--- src/rtl/lvl_state_tbl.sv ---
// Level-state table for the Sat Engine: one {has_bkt, dcd_bin} entry per decision
// level, with decide/backtrack/load writes and a sequential find-backtrack-level search.
module lvl_state_tbl #(
  parameter int NUM_LVLS  = 16,
  parameter int WIDTH_BIN = 10,
  parameter int WIDTH_LVL = 16,
  localparam int WIDTH_LVL_STATES = WIDTH_BIN + 1
) (
  input  logic                                   clk,
  input  logic                                   rst,
  input  logic                                   decide_i,
  input  logic [WIDTH_LVL-1:0]                   decide_lvl_i,
  input  logic [WIDTH_BIN-1:0]                   cur_bin_num_i,
  input  logic                                   find_start_i,
  input  logic [WIDTH_LVL-1:0]                   max_lvl_i,
  output logic                                   find_busy_o,
  output logic                                   find_done_o,
  output logic                                   find_ok_o,
  output logic [WIDTH_LVL-1:0]                   bkt_lvl_o,
  output logic [WIDTH_BIN-1:0]                   bkt_bin_o,
  input  logic                                   apply_bkt_i,
  input  logic [WIDTH_LVL-1:0]                   bkt_lvl_i,
  input  logic                                   wr_states,
  input  logic [WIDTH_LVL_STATES*NUM_LVLS-1:0]   lvl_states_i,
  output logic [WIDTH_LVL_STATES*NUM_LVLS-1:0]   lvl_states_o
);

  localparam int IDX_W = $clog2(NUM_LVLS);
  localparam logic [WIDTH_LVL-1:0] LAST_LVL = WIDTH_LVL'(NUM_LVLS - 1);
  localparam logic [IDX_W-1:0]     LAST_IDX = IDX_W'(NUM_LVLS - 1);

  localparam logic [1:0] S_IDLE = 2'd0;
  localparam logic [1:0] S_SCAN = 2'd1;
  localparam logic [1:0] S_DONE = 2'd2;

  logic [NUM_LVLS-1:0][WIDTH_LVL_STATES-1:0] tbl;
  logic [1:0]       state;
  logic [IDX_W-1:0] cursor;
  logic             found;
  logic             bkt_in_range;
  logic             dcd_in_range;

  assign bkt_in_range = (bkt_lvl_i <= LAST_LVL);
  assign dcd_in_range = (decide_lvl_i <= LAST_LVL);

  assign lvl_states_o = tbl;
  assign find_busy_o  = (state != S_IDLE);
  assign find_done_o  = (state == S_DONE);
  assign find_ok_o    = (state == S_DONE) && found;

  // Load beats backtrack beats decide; the losing request is simply dropped.
  always_ff @(posedge clk or posedge rst) begin
    if (rst) begin
      tbl <= '0;
    end else if (wr_states) begin
      tbl <= lvl_states_i;
    end else if (apply_bkt_i && bkt_in_range) begin
      for (int k = 0; k < NUM_LVLS; k++) begin
        if (WIDTH_LVL'(k) == bkt_lvl_i) begin
          tbl[k][WIDTH_BIN] <= 1'b1;
        end else if (WIDTH_LVL'(k) > bkt_lvl_i) begin
          tbl[k] <= '0;
        end
      end
    end else if (decide_i && dcd_in_range) begin
      for (int k = 0; k < NUM_LVLS; k++) begin
        if (WIDTH_LVL'(k) == decide_lvl_i) begin
          tbl[k] <= {1'b0, cur_bin_num_i};
        end
      end
    end
  end

  // The scan reads the live table, so a table rewrite mid-scan would make the
  // result meaningless; load and backtrack therefore abort it silently.
  always_ff @(posedge clk or posedge rst) begin
    if (rst) begin
      state     <= S_IDLE;
      cursor    <= '0;
      found     <= 1'b0;
      bkt_lvl_o <= '0;
      bkt_bin_o <= '0;
    end else begin
      case (state)
        S_IDLE: begin
          if (find_start_i) begin
            cursor <= (max_lvl_i > LAST_LVL) ? LAST_IDX : max_lvl_i[IDX_W-1:0];
            state  <= S_SCAN;
          end
        end
        S_SCAN: begin
          if (wr_states || apply_bkt_i) begin
            state <= S_IDLE;
          end else if (!tbl[cursor][WIDTH_BIN]) begin
            bkt_lvl_o <= WIDTH_LVL'(cursor);
            bkt_bin_o <= tbl[cursor][WIDTH_BIN-1:0];
            found     <= 1'b1;
            state     <= S_DONE;
          end else if (cursor == '0) begin
            bkt_lvl_o <= '0;
            bkt_bin_o <= '0;
            found     <= 1'b0;
            state     <= S_DONE;
          end else begin
            cursor <= cursor - IDX_W'(1);
          end
        end
        S_DONE: begin
          state <= S_IDLE;
        end
        default: begin
          state <= S_IDLE;
        end
      endcase
    end
  end

endmodule

--- config.mk ---
export PLATFORM = sky130hd
export DESIGN_NAME = lvl_state_tbl
export DESIGN_NICKNAME = d
export VERILOG_FILES = /design/src/rtl/lvl_state_tbl.sv
export SDC_FILE = /design/constraint.sdc
export NUM_CORES = 1
export LEC_CHECK = 0
export CAP_MARGIN = 0
export CORE_AREA = 2 2 208 128
export DETAILED_ROUTE_END_ITERATION = 12
export DIE_AREA = 0 0 210 130
export PLACE_DENSITY = 0.81
export SLEW_MARGIN = 20
export SYNTH_ARGS = -nofsm -noshare
export SYNTH_HDL_FRONTEND = slang
export SYNTH_SLANG_ARGS = --single-unit
--- constraint.sdc ---
create_clock -name clk -period 9.5 [get_ports clk]
set_input_delay 1.9 -clock clk [delete_from_list [all_inputs] [get_ports clk]]
set_output_delay 1.9 -clock clk [all_outputs]
set_load 0.01 [all_outputs]
Word level (Yosys, flattened, before mapping)
Index checks and enable logic that the tools add are counted.
- bits in writable memories: 0
- output and inout port bits: 205
- memories: 0
- bits in registers: 209
- bits in read-only memories: 0
- logic and storage cells: 293
- input port bits: 240
- latch bits: 0
- shift operators: 0
- eq/ne operators: 86
- order comparisons: 20
- mux-type cells: 86
- divide/modulo/power cells: 0
- bitwise operators: 1
- reduce and logical (&&, ||, !) cells: 62
- multipliers: 0
- add/subtract/negate cells: 1
- operators with widths (operator ; count):
    176-bit 2-to-1 mux ; 3
    11-bit 2-to-1 mux ; 33
    4-bit by 16-bit == test with 1-bit output (first input constant) ; 16
    10-bit 2-to-1 mux ; 18
    3-bit by 16-bit == test with 1-bit output (first input constant) ; 8
    4-bit by 16-bit > comparator with 1-bit output (first input constant) ; 8
    2-bit by 16-bit == test with 1-bit output (first input constant) ; 4
    3-bit by 16-bit > comparator with 1-bit output (first input constant) ; 4
    4-bit by 2-bit inequality test with 1-bit output (second input constant) ; 16
    4-bit AND reduction ; 16
    3-bit AND reduction ; 17
    3-bit nonzero test ; 17
    3-bit by 2-bit inequality test with 1-bit output (second input constant) ; 16
    3-bit inequality test (second input constant) ; 16
    11-bit binary-select mux with 4-bit select ; 1
    1-bit by 16-bit == test with 1-bit output (first input constant) ; 2
    1-bit by 16-bit > comparator with 1-bit output (first input constant) ; 2
    2-bit by 16-bit > comparator with 1-bit output (first input constant) ; 2
    16-bit by 4-bit less-or-equal comparator with 1-bit output (second input constant) ; 2
    16-bit logical NOT ; 2
    16-bit 2-to-1 mux ; 2
    4-bit 2-to-1 mux ; 5
    1-bit 2-to-1 mux ; 18
    16-bit by 4-bit > comparator with 1-bit output (second input constant) ; 1
    other kinds (18) ; 27

Depth between registers and ports, before layout
Gate-level depths: netlist of run 1.
- depth after elaboration: 5
- gate-level depth with buffers: 8
- depth with buffers taken out: 7

Worst setup path after synthesis of run 1
No wires, ideal clock.
- path type: input to register
- start: input port decide_lvl_i[11]
- end: register tbl, in the netlist lvl_states_o[166]
- required time: 9375 ps
- path buffers: 1
- setup slack: 5687 ps
- stages on the path: 6
- arrival time: 3689 ps
- setup time: 125 ps
- path through: or4b_4 nor4_4 a31oi_1 a21oi_1 buf_4 mux2_2
- cells in the longest elaborated chain, start to end: 4
- elaborated cells between the ends (all ways): 6
- those cells by class: 1 x order compare; 1 x eq/ne; 4 x reduce/logical
- RTL lines (item ; RTL line ; RTL):
    from (decl) ; 12 ; input logic [WIDTH_LVL-1:0] decide_lvl_i,
    16-bit by 4-bit less-or-equal comparator with 1-bit output ; 44 ; assign dcd_in_range = (decide_lvl_i <= LAST_LVL);
    1-bit logical AND ; 65 ; end else if (decide_i && dcd_in_range) begin
    3-bit nonzero test (no line) ; n/a ;
    4-bit AND reduction (no line) (*) ; n/a ;
    to (signal assigned) ; 56 ; tbl <= lvl_states_i;
    to (signal, indexed assignment) ; 68 ; tbl[k] <= {1'b0, cur_bin_num_i};
    to (decl) ; 36 ; logic [NUM_LVLS-1:0][WIDTH_LVL_STATES-1:0] tbl;
Mark *: on every way between the ends. The rest lies on a longest branch, timed or not.
A chain may end at the register's enable or synchronous reset.

Worst setup path after layout of run 1
- start: input port bkt_lvl_i[10]
- end: register tbl, in the netlist lvl_states_o[110]
- cells in the longest elaborated chain, start to end: 4
- elaborated cells between the ends (all ways): 11
- those cells by class: 2 x order compare; 3 x eq/ne; 2 x mux; 4 x reduce/logical
- RTL lines (item ; RTL line ; RTL):
    from (decl) ; 22 ; input logic [WIDTH_LVL-1:0] bkt_lvl_i,
    16-bit by 4-bit less-or-equal comparator with 1-bit output ; 43 ; assign bkt_in_range = (bkt_lvl_i <= LAST_LVL);
    1-bit logical AND ; 57 ; end else if (apply_bkt_i && bkt_in_range) begin
    3-bit by 2-bit inequality test with 1-bit output (no line) (tied with other cells) ; n/a ;
    4-bit AND reduction (no line) / 176-bit 2-to-1 mux (equally long branches) ; n/a ;
Several ways; a longest one is shown, not always the timed one.

==> results of run 1 <==
## power groups by stage
stage	clock network [mW]	logic, mW	registers [mW]
2_1_floorplan	0	0.455	1.11
3_3_place_gp	0	1.02	1.10
3_5_place_dp	0	1.03	1.11
4_1_cts	0.766	1.04	1.09
5_1_grt	0.801	1.11	1.11
6_report	0.758	1.05	1.10
## logic make-up after synthesis
logic type                 Yosys count  synth area share [%]
and+or+nand+nor                    444                 17.50
muxes                              235                 29.06
DFF                                197                 44.53
buffers and inverters               96                 4.239
AOI/OAI and AO/OA                   75                 4.521
adders and majority gates            1                0.1130
other                                1               0.03388
## worst reg2reg max path, cell delays in order, from the launching register on
cell	delay, ns
dfrtp_4	0.74
buf_4	0.57
mux2i_1	0.62
mux4_2	0.39
mux2i_1	0.10
nor2_2	0.80
o21ai_0	0.24
## placed cells by master, fill, tap and decap left out, types with 4 or more instances in the layout
master,Yosys,layout
or3_1,4,4
mux2_2,135,135
diode_2,0,6
a31oi_1,6,6
nor2_1,24,22
nand4_1,5,5
nor2b_1,6,5
o22ai_1,5,5
nand3_1,5,5
nor4_1,4,4
dfrtp_1,197,195
nor3_1,4,4
nand2_1,361,361
a2bb2oi_1,5,5
clkbuf_16,0,17
inv_1,22,21
conb_1,1,12
a21o_1,5,5
nor4_4,4,4
o21ai_0,14,14
mux2_1,26,26
buf_4,21,10
a21oi_1,24,22
clkdlybuf4s50_1,0,431
mux4_2,53,53
mux2i_1,21,21
nor2_4,4,4
## cells in the mapped netlist (6+ instances only)
library cell and count:
nand2_1 361, dfrtp_1 197, mux2_2 135, mux4_2 53, clkbuf_1 32, mux2_1 26, a21oi_1 24, nor2_1 24
inv_1 22, buf_4 21, mux2i_1 21, buf_2 18, o21ai_0 14, a31oi_1 6, nor2b_1 6
## flip-flops by register name, summed over array words and instances, names as in the netlist
name          cells
bkt_lvl_o         4
cursor            4
lvl_states_o    176
state             2
found             1
bkt_bin_o        10
## stage by stage
stage | std cells | instance area, sq um | utilization [%] | total power, mW | worst slack (ns)
after floorplan | 1060 | 11110 | - | 1.565 | 2.231
after global placement | 1765 | 15580 | 60.56 | 2.121 | 4.464
after detailed placement | 1765 | 15580 | 60.56 | 2.140 | 4.259
after CTS | 1797 | 16180 | 62.88 | 2.902 | 4.741
after global routing | 1799 | 16190 | 62.93 | 3.023 | 4.328
final | 1803 | 16200 | 62.97 | 2.903 | 4.550
## final timing paths
| kind | start | to | slack, ns | cells after the start |
|---|---|---|---|---|
| setup / recovery | bkt_lvl_i[10] | lvl_states_o[110] | 4.55 | 6 |
| hold / removal | found | found | 0.48 | 1 |
| setup reg to reg | cursor[2] | bkt_lvl_o[1] | 5.87 | 6 |
| hold reg to reg | found | found | 0.48 | 1 |
| max in group asynchronous | rst | cursor[2] | 5.81 | 3 |
| min in group asynchronous | rst | lvl_states_o[137] | 2.04 | 2 |
## layout make-up
cell class / instances / area share (%)
antenna: 6 / 0.09268
clock buffer: 23 / 2.950
clock inverter: 9 / 0.7337
inverter: 23 / 0.5792
multi-input combinational: 767 / 35.43
sequential: 197 / 30.46
tap: 336 / 2.595
timing repair buffer: 442 / 27.16
## routing by layer
layer,routed length [um],vias to the layer above
met3,5161,75
met2,19790,593
li1,-,4406
met4,1060,2
met5,13,-
met1,19340,5244
==> run metrics, run 1 <==
Worst EP required 9.82 ns; number of buffers created by CTS 17; Worst-Margin Slew 1.029 ns; # setup viols final 0; sequential share of power 37.9%; pwr/cell area 179.2 mW/mm^2; f_max about 0.2 GHz; H-tree depth 4; sequential area share after synthesis 44.53%; Synth area leaders dfrtp_1, mux2_2, nand2_1; Core Rows 46; Leak 7.222 nW; vias in the first global route around 10,000; library cells used by synthesis 54; largest net degree at the start of global routing 137; routability cong. 0.9885; Hold Crit Class flip-flop to flip-flop; met2 GRT Util 49.58%; worst-path fanout max 15; First-pass DRT Iterations 5; Synth area leader dfrtp_1; post-CTS setup buffer count 0; Die X 210 um; Setup Skew ~0.012 ns; Nets 1,689; Core Region 0.02573 sq mm; critical path's slowest cell nor2_2; # Max-Cap Violations 0; combinational share of power 36.0%; CTS tree done; clock slew at reported path FFs about 0.080 ns; Fin Setup TNS 0 ns; area taken by multi-input logic gates between 0.005 and 0.006 sq mm; CP Buf/Inv Count 1; Initial Utilization 43.03%; Clock Tree Buf Depth 2; # fillers 2,034; drc violations 0; Critical Path End Type flip-flop; register area 0.004935 sq mm; clock sinks approximately 200; share of cells above drive strength 1 17.86%; DRT iter0 DRCs between 1,000 and 1,500; DIE AREA ~0.027 sq mm; Worst-Skew Late Latency between 0.4 and 0.5 ns; # IOs 445; switch share 33.07%; async set or reset register ratio after synthesis 100.0%; GRT Max-Usage Layer met2; Psw 959.8 uW; Post-synth EDFFs 0; unrepaired setup endpoints after global routing false; Gate Count Post-Synth between 1,000 and 1,500; Clock Power Share roughly a quarter; Final ANT Viol Nets 0; ys flop type dfrtp_1; initial antenna violation count 5; total wire length 45.37 mm; CP top delay family simple AND/OR/NAND/NOR gates; Critical Path, Cell by Cell clkdlybuf4s50_1 -> nor4_2 -> nand4_1 -> nor2_2 -> a21oi_2 -> mux2_1; period utilization 52.11%; CTS root buf clkbuf_16; Hold Vio Cnt, Final 0; post-synthesis register bit count 197; CP Launch Type primary input; Worst Path Arrival 5.27 ns; Peak VDD IR about 120 uV; met1 GRT Util between 40% and 50%; first-pass GRT wire length 66.26 mm; Buffers on Ports 432; global routing usage on met3 11.22%; average wire per standard cell roughly 25 um; Die Height 130 um; Final Critical Period 4.950 ns; Cell Int Power 1.943 mW; Total GRT Usage 33.05%; Post-CTS Hold Fix Bufs 0; Mapped Area roughly 0.011 sq mm; cts repair resizes 0; relative slew slack 31.35%; Mean Syn Cell Area roughly 11 sq um; Area growth syn-to-layout 46.35%; critical path type primary input to flip-flop; top-area cell type share of the netlist area 44.53%; Syn. warnings 0; Congestion Overflow GR 0; via count 10,320; largest stage delay on the critical path 0.87 ns; status finished, final reports clean; Avg Vias per Cell 5.724; fin. max-slew vios 0; hpwl dp 33.43 mm; Hold WS approximately 0.48 ns
Note: power is estimated with default switching activity, not from simulation.
==> inputs of run 2 (changes only) <==
==> constraint.sdc (replaced) <==
create_clock -name clk -period 5 [get_ports clk]
set_input_delay 1 -clock clk [delete_from_list [all_inputs] [get_ports clk]]
set_output_delay 1 -clock clk [all_outputs]
set_load 0.01 [all_outputs]
==> run metrics, run 2 (same netlist as run 1, synthesis figures left out) <==
status finished, final reports clean; via count 10,290 (-0.28%); average wire per standard cell 24.76 um (-1.6%); number of buffers created by CTS 17 (unchanged); Worst EP required 5.32 ns (-4.50 ns); largest net degree at the start of global routing 102 (-26%); Congestion Overflow GR 0 (unchanged); pwr/cell area 341.3 mW/mm^2 (+90%); Design Power 5.562 mW (+92%); Initial Utilization 43.03% (unchanged); Nets 1,695 (+0.36%); First-pass DRT Iterations 5 (unchanged); max reg flops 176 (unchanged); initial antenna violation count 7 (+2); clock sinks 197 (unchanged); Worst-Skew Late Latency 0.44 ns (about the same); # fillers 2,058 (+1.2%); vias in the first global route 10,200 (-1.8%); DIE AREA 0.02730 sq mm (unchanged); WHS Path Cells 1 (unchanged); Peak VDD IR 220.4 uV (+86%); largest stage delay on the critical path 0.68 ns (-0.19 ns); # IOs 445 (unchanged); relative slew slack 28.40% (-3.0 points); endpoint with the worst hold slack found; drc violations 0 (unchanged); switch share 32.81% (-0.25 points); unrepaired setup endpoints after global routing false; Hold Vio Cnt, Final 0 (unchanged); CTS tree done; routability cong. 1.016 (+2.8%); Setup Skew 0.01485 ns (+0.002704 ns); CTS root buf clkbuf_16; critical path's slowest cell a21oi_2; Buffers on Ports 432 (unchanged); most common cell after layout, fill and taps aside clkdlybuf4s50_1; placed inst area 0.01565 sq mm (+0.45%); sequential share of power 37.7% (-0.2 points); fin. max-slew vios 0 (unchanged); Avg Vias per Cell 5.692 (-0.56%); Hold Crit Class flip-flop to flip-flop; f_max 0.2790 GHz; Hold Path Origin found; post-CTS setup buffer count 0 (unchanged); hpwl dp 33.25 mm (-0.55%); Die Height 130 um (unchanged); Core Rows 46 (unchanged); Final Critical Period between 3 and 4 ns; DRT iter0 DRCs 977 (-6.3%); Reg-to-Reg End bkt_bin_o[4]; cts repair resizes 0 (unchanged); # setup viols final 0 (unchanged); Post-CTS Hold Fix Bufs 0 (unchanged); # Max-Cap Violations 0 (unchanged); Leak 7.267 nW (+0.62%); Psw 1.825 mW (+90%); Worst R2R Path Depth 5 (-1); most frequent cells in the layout clkdlybuf4s50_1, nand2_1, dfrtp_1; Critical Path, Cell by Cell clkdlybuf4s50_1 -> nor4_2 -> a41o_1 -> a31oi_1 -> a21oi_2 -> mux2_2; reg2reg start cursor[0]; Hold WS 0.4935 ns (+0.01443 ns); Cell Int Power 3.737 mW (+92%); Total GRT Usage 32.78% (-0.27 points); CP Launch Type primary input; Die X 210 um (unchanged); total wire length 44.77 mm (-1.3%); Clock Power Share 26.9% (+0.8 points); share of cells above drive strength 1 18.40% (+0.54 points); Worst-Margin Slew 1.073 ns (+0.04425 ns); WP depth 6 (unchanged); Clock Tree Buf Depth 2 (unchanged); Critical Path End Type flip-flop; Worst Path Arrival 3.90 ns (-1.37 ns); Setup WS post-layout 1.416 ns (-3.134 ns); Final Cell Area 0.01630 sq mm (+0.59%); CP top delay family compound AO/OA/AOI/OAI gates; combinational share of power 35.4% (-0.6 points); H-tree depth 4 (unchanged); pre-CTS setup slack 0.8602 ns (-3.398 ns); CP Buf/Inv Count 1 (unchanged); Fin Setup TNS 0 ns (unchanged); Final ANT Viol Nets 0 (unchanged); clock slew at reported path FFs 0.07 ns (about the same); first-pass GRT wire length 65.35 mm (-1.4%); Core Region 0.02573 sq mm (unchanged); worst-path fanout max 16 (+1); Area growth syn-to-layout 47.21%; period utilization 71.69%; critical path type primary input to flip-flop; flop-to-flop setup slack 1.85 ns (-4.02 ns)
==> run 2: metal layers <==
| metal | routed length, um | global-route usage, % |
|---|---|---|
| met1 | 19430 | 46.44 |
| met5 | 22 | 0 |
| met3 | 4732 | 10.59 |
| met2 | 19720 | 49.05 |
| met4 | 871 | 8.135 |
==> run 2: worst max path at each step <==
stage | endpoint | slack, ns | start
final | lvl_states_o[171] | 1.42 | bkt_lvl_i[10]
after global routing | lvl_states_o[170] | 1.30 | bkt_lvl_i[10]
after CTS | lvl_states_o[100] | 1.32 | bkt_lvl_i[10]
after detailed placement | lvl_states_o[100] | 0.86 | bkt_lvl_i[10]
after global placement | lvl_states_o[89] | 1.0 | bkt_lvl_i[10]
after floorplan | bkt_bin_o[0] | 1.45 | rst
==> run 2: power groups by stage <==
| stage | Combinational [mW] | Clock, mW | Sequential, mW |
|---|---|---|---|
| after floorplan | 0.864 | 0 | 2.11 |
| after global placement | 1.91 | 0 | 2.11 |
| after detailed placement | 1.94 | 0 | 2.12 |
| after CTS | 1.96 | 1.51 | 2.09 |
| after global routing | 2.08 | 1.57 | 2.13 |
| final | 1.97 | 1.49 | 2.10 |
==> run 2: area by class of cell <==
type                    count  area (sq um)  share of cell area [%]
inverters                  23         90.09                  0.5528
well taps                 336         420.4                   2.580
diodes                      5         12.51                 0.07678
clock inverters            12         167.7                   1.029
flip-flops and latches    197          4935                   30.28
multi-input cells         767          5743                   35.24
repair buffers            448          4471                   27.43
clock buffers              20         456.7                   2.803
==> run 2: stage by stage <==
stage / cells / utilization (%)
floorplan: 1060 / -
global placement: 1771 / 60.84
detailed placement: 1771 / 60.84
CTS: 1803 / 63.26
global route: 1805 / 63.31
finish: 1808 / 63.34
==> run 2: worst register-to-register path, stage by stage (launching register included) <==
cell	delay, ns
dfrtp_2	0.89
clkinv_1	0.49
mux4_2	0.47
mux2i_1	0.10
nor2_2	0.83
mux2i_1	0.29
==> inputs of run 3 (changes only) <==
--- a/config.mk
+++ b/config.mk
@@ -6,10 +6,10 @@
 export NUM_CORES = 1
 export LEC_CHECK = 0
 export CAP_MARGIN = 0
-export CORE_AREA = 2 2 208 128
+export CORE_AREA = 2 2 218 134
 export DETAILED_ROUTE_END_ITERATION = 12
-export DIE_AREA = 0 0 210 130
-export PLACE_DENSITY = 0.81
+export DIE_AREA = 0 0 220 136
+export PLACE_DENSITY = 0.77
 export SLEW_MARGIN = 20
 export SYNTH_ARGS = -nofsm -noshare
 export SYNTH_HDL_FRONTEND = slang
==> constraint.sdc (replaced) <==
create_clock -name clk -period 3.1 [get_ports clk]
set_input_delay 0.62 -clock clk [delete_from_list [all_inputs] [get_ports clk]]
set_output_delay 0.62 -clock clk [all_outputs]
set_load 0.01 [all_outputs]
==> run metrics, run 3 (same netlist as run 1, synthesis figures left out) <==
Peak VDD IR 387.5 uV (+76%); cts repair resizes 0 (unchanged); via count 10,270 (-0.20%); number of buffers created by CTS 17 (unchanged); average wire per standard cell 23.80 um (-3.9%); initial antenna violation count 6 (-1); pre-CTS setup slack -0.03434 ns (-0.8945 ns); Final Cell Area 0.01692 sq mm (+3.9%); first-pass GRT wire length 65.35 mm (unchanged); # setup viols final 0 (unchanged); pwr/cell area 534.0 mW/mm^2 (+56%); relative slew slack 37.44% (+9.0 points); WHS Path Cells 1 (unchanged); Total GRT Usage 30.29% (-2.5 points); Leak 7.601 nW (+4.6%); Worst EP required 3.43 ns (-1.89 ns); post-CTS setup buffer count 0 (unchanged); fin. max-slew vios 0 (unchanged); Core Region 0.02811 sq mm (+9.3%); Avg Vias per Cell 5.420 (-4.8%); Hold Vio Cnt, Final 0 (unchanged); CTS root buf clkbuf_16; Final ANT Viol Nets 0 (unchanged); Area growth syn-to-layout 52.89%; Final Critical Period 2.702 ns; Worst R2R Path Depth 5 (unchanged); Post-CTS Hold Fix Bufs 0 (unchanged); Setup WS post-layout 0.3983 ns (-1.017 ns); Die Height 136 um (+4.6%); GRT Max-Usage Layer met2; Design Power 9.038 mW (+62%); Buffers on Ports 432 (unchanged); worst-path fanout max 7 (-9); Fin Setup TNS 0 ns (unchanged); Worst Path Arrival 3.04 ns (-0.86 ns); Initial Utilization 39.38% (-3.6 points); Setup Skew 0.01012 ns (-0.004733 ns); H-tree depth 4 (unchanged); # Max-Cap Violations 0 (unchanged); clock slew at reported path FFs 0.07 ns (about the same); clock sinks 197 (unchanged); vias in the first global route 10,240 (+0.36%); met1 GRT Util 41.49% (-4.9 points); Congestion Overflow GR 0 (unchanged); Core Rows 48 (+4.3%); Nets 1,745 (+2.9%); placed inst area 0.01630 sq mm (+4.1%); routability cong. 0.9426 (-7.2%); unrepaired setup endpoints after global routing false; CP Launch Type primary input; Worst-Skew Late Latency 0.45 ns (about the same); # fillers 2,377 (+16%); Critical Path End Type flip-flop; most common cell after layout, fill and taps aside clkdlybuf4s50_1; DIE AREA 0.02992 sq mm (+9.6%); # IOs 445 (unchanged); period utilization 87.15%; max reg flops 176 (unchanged); global routing usage on met3 12.39% (+1.8 points); hpwl dp 34.55 mm (+3.9%); most frequent cells in the layout clkdlybuf4s50_1, nand2_1, dfrtp_1; Worst-Margin Slew 0.9383 ns (-0.1345 ns); Hold Crit Class flip-flop to flip-flop; Die X 220 um (+4.8%); share of cells above drive strength 1 21.03% (+2.6 points); largest net degree at the start of global routing 99 (-2.9%); total wire length 45.10 mm (+0.74%); Clock Tree Buf Depth 2 (unchanged); First-pass DRT Iterations 6 (+1); drc violations 0 (unchanged); DRT iter0 DRCs 958 (-1.9%); met2 GRT Util 44.20% (-4.9 points); critical path type primary input to flip-flop; f_max around 0.37 GHz; Final Util 60.21% (-3.1 points); CTS tree done; status finished, final reports clean
## run 3: worst paths after layout
check,start,endpoint,slack (ns)
setup / recovery,decide_lvl_i[11],lvl_states_o[35],0.40
hold / removal,found,found,0.48
setup reg to reg,cursor[2],cursor[0],0.54
hold reg to reg,found,found,0.48
max in group asynchronous,rst,cursor[2],1.56
min in group asynchronous,rst,lvl_states_o[159],0.57
## run 3: where the power goes
group | internal [mW] | switching (mW)
clock | 1.34 | 1.03
combinational | 1.82 | 1.54
sequential | 2.96 | 0.336
total | 6.12 | 2.92
## run 3: layer usage
layer / up-vias / share of wire, % / routed length [um]
li1: 4547 / - / -
met1: 5139 / 43 / 19440
met2: 527 / 44 / 19710
met3: 55 / 11 / 5100
met4: 2 / 1.9 / 836
met5: - / 0.035 / 16
## run 3: layout make-up
class	count	area (sq um)	area share (%)
clock inverter	11	145.1	0.8576
tap	375	469.2	2.772
inverter	23	90.09	0.5323
multi-input combinational	767	5736	33.89
antenna	3	7.507	0.04436
clock buffer	21	470.5	2.780
timing repair buffer	498	5071	29.96
sequential	197	4935	29.16
## run 3: worst max-delay path: stages
cell             delay, ns
clkdlybuf4s50_1       0.41
or4b_4                0.63
nor4_4                0.29
buf_4                 0.18
a31oi_1               0.11
nor2_1                0.21
buf_4                 0.22
mux2_2                0.36
## run 3: metrics by stage
stage               hold WS [ns]  instances
floorplan                 0.4414       1060
global placement          0.4624       1860
detailed placement        0.4656       1860
CTS                       0.4813       1892
global route              0.5246       1895
finish                    0.4756       1895
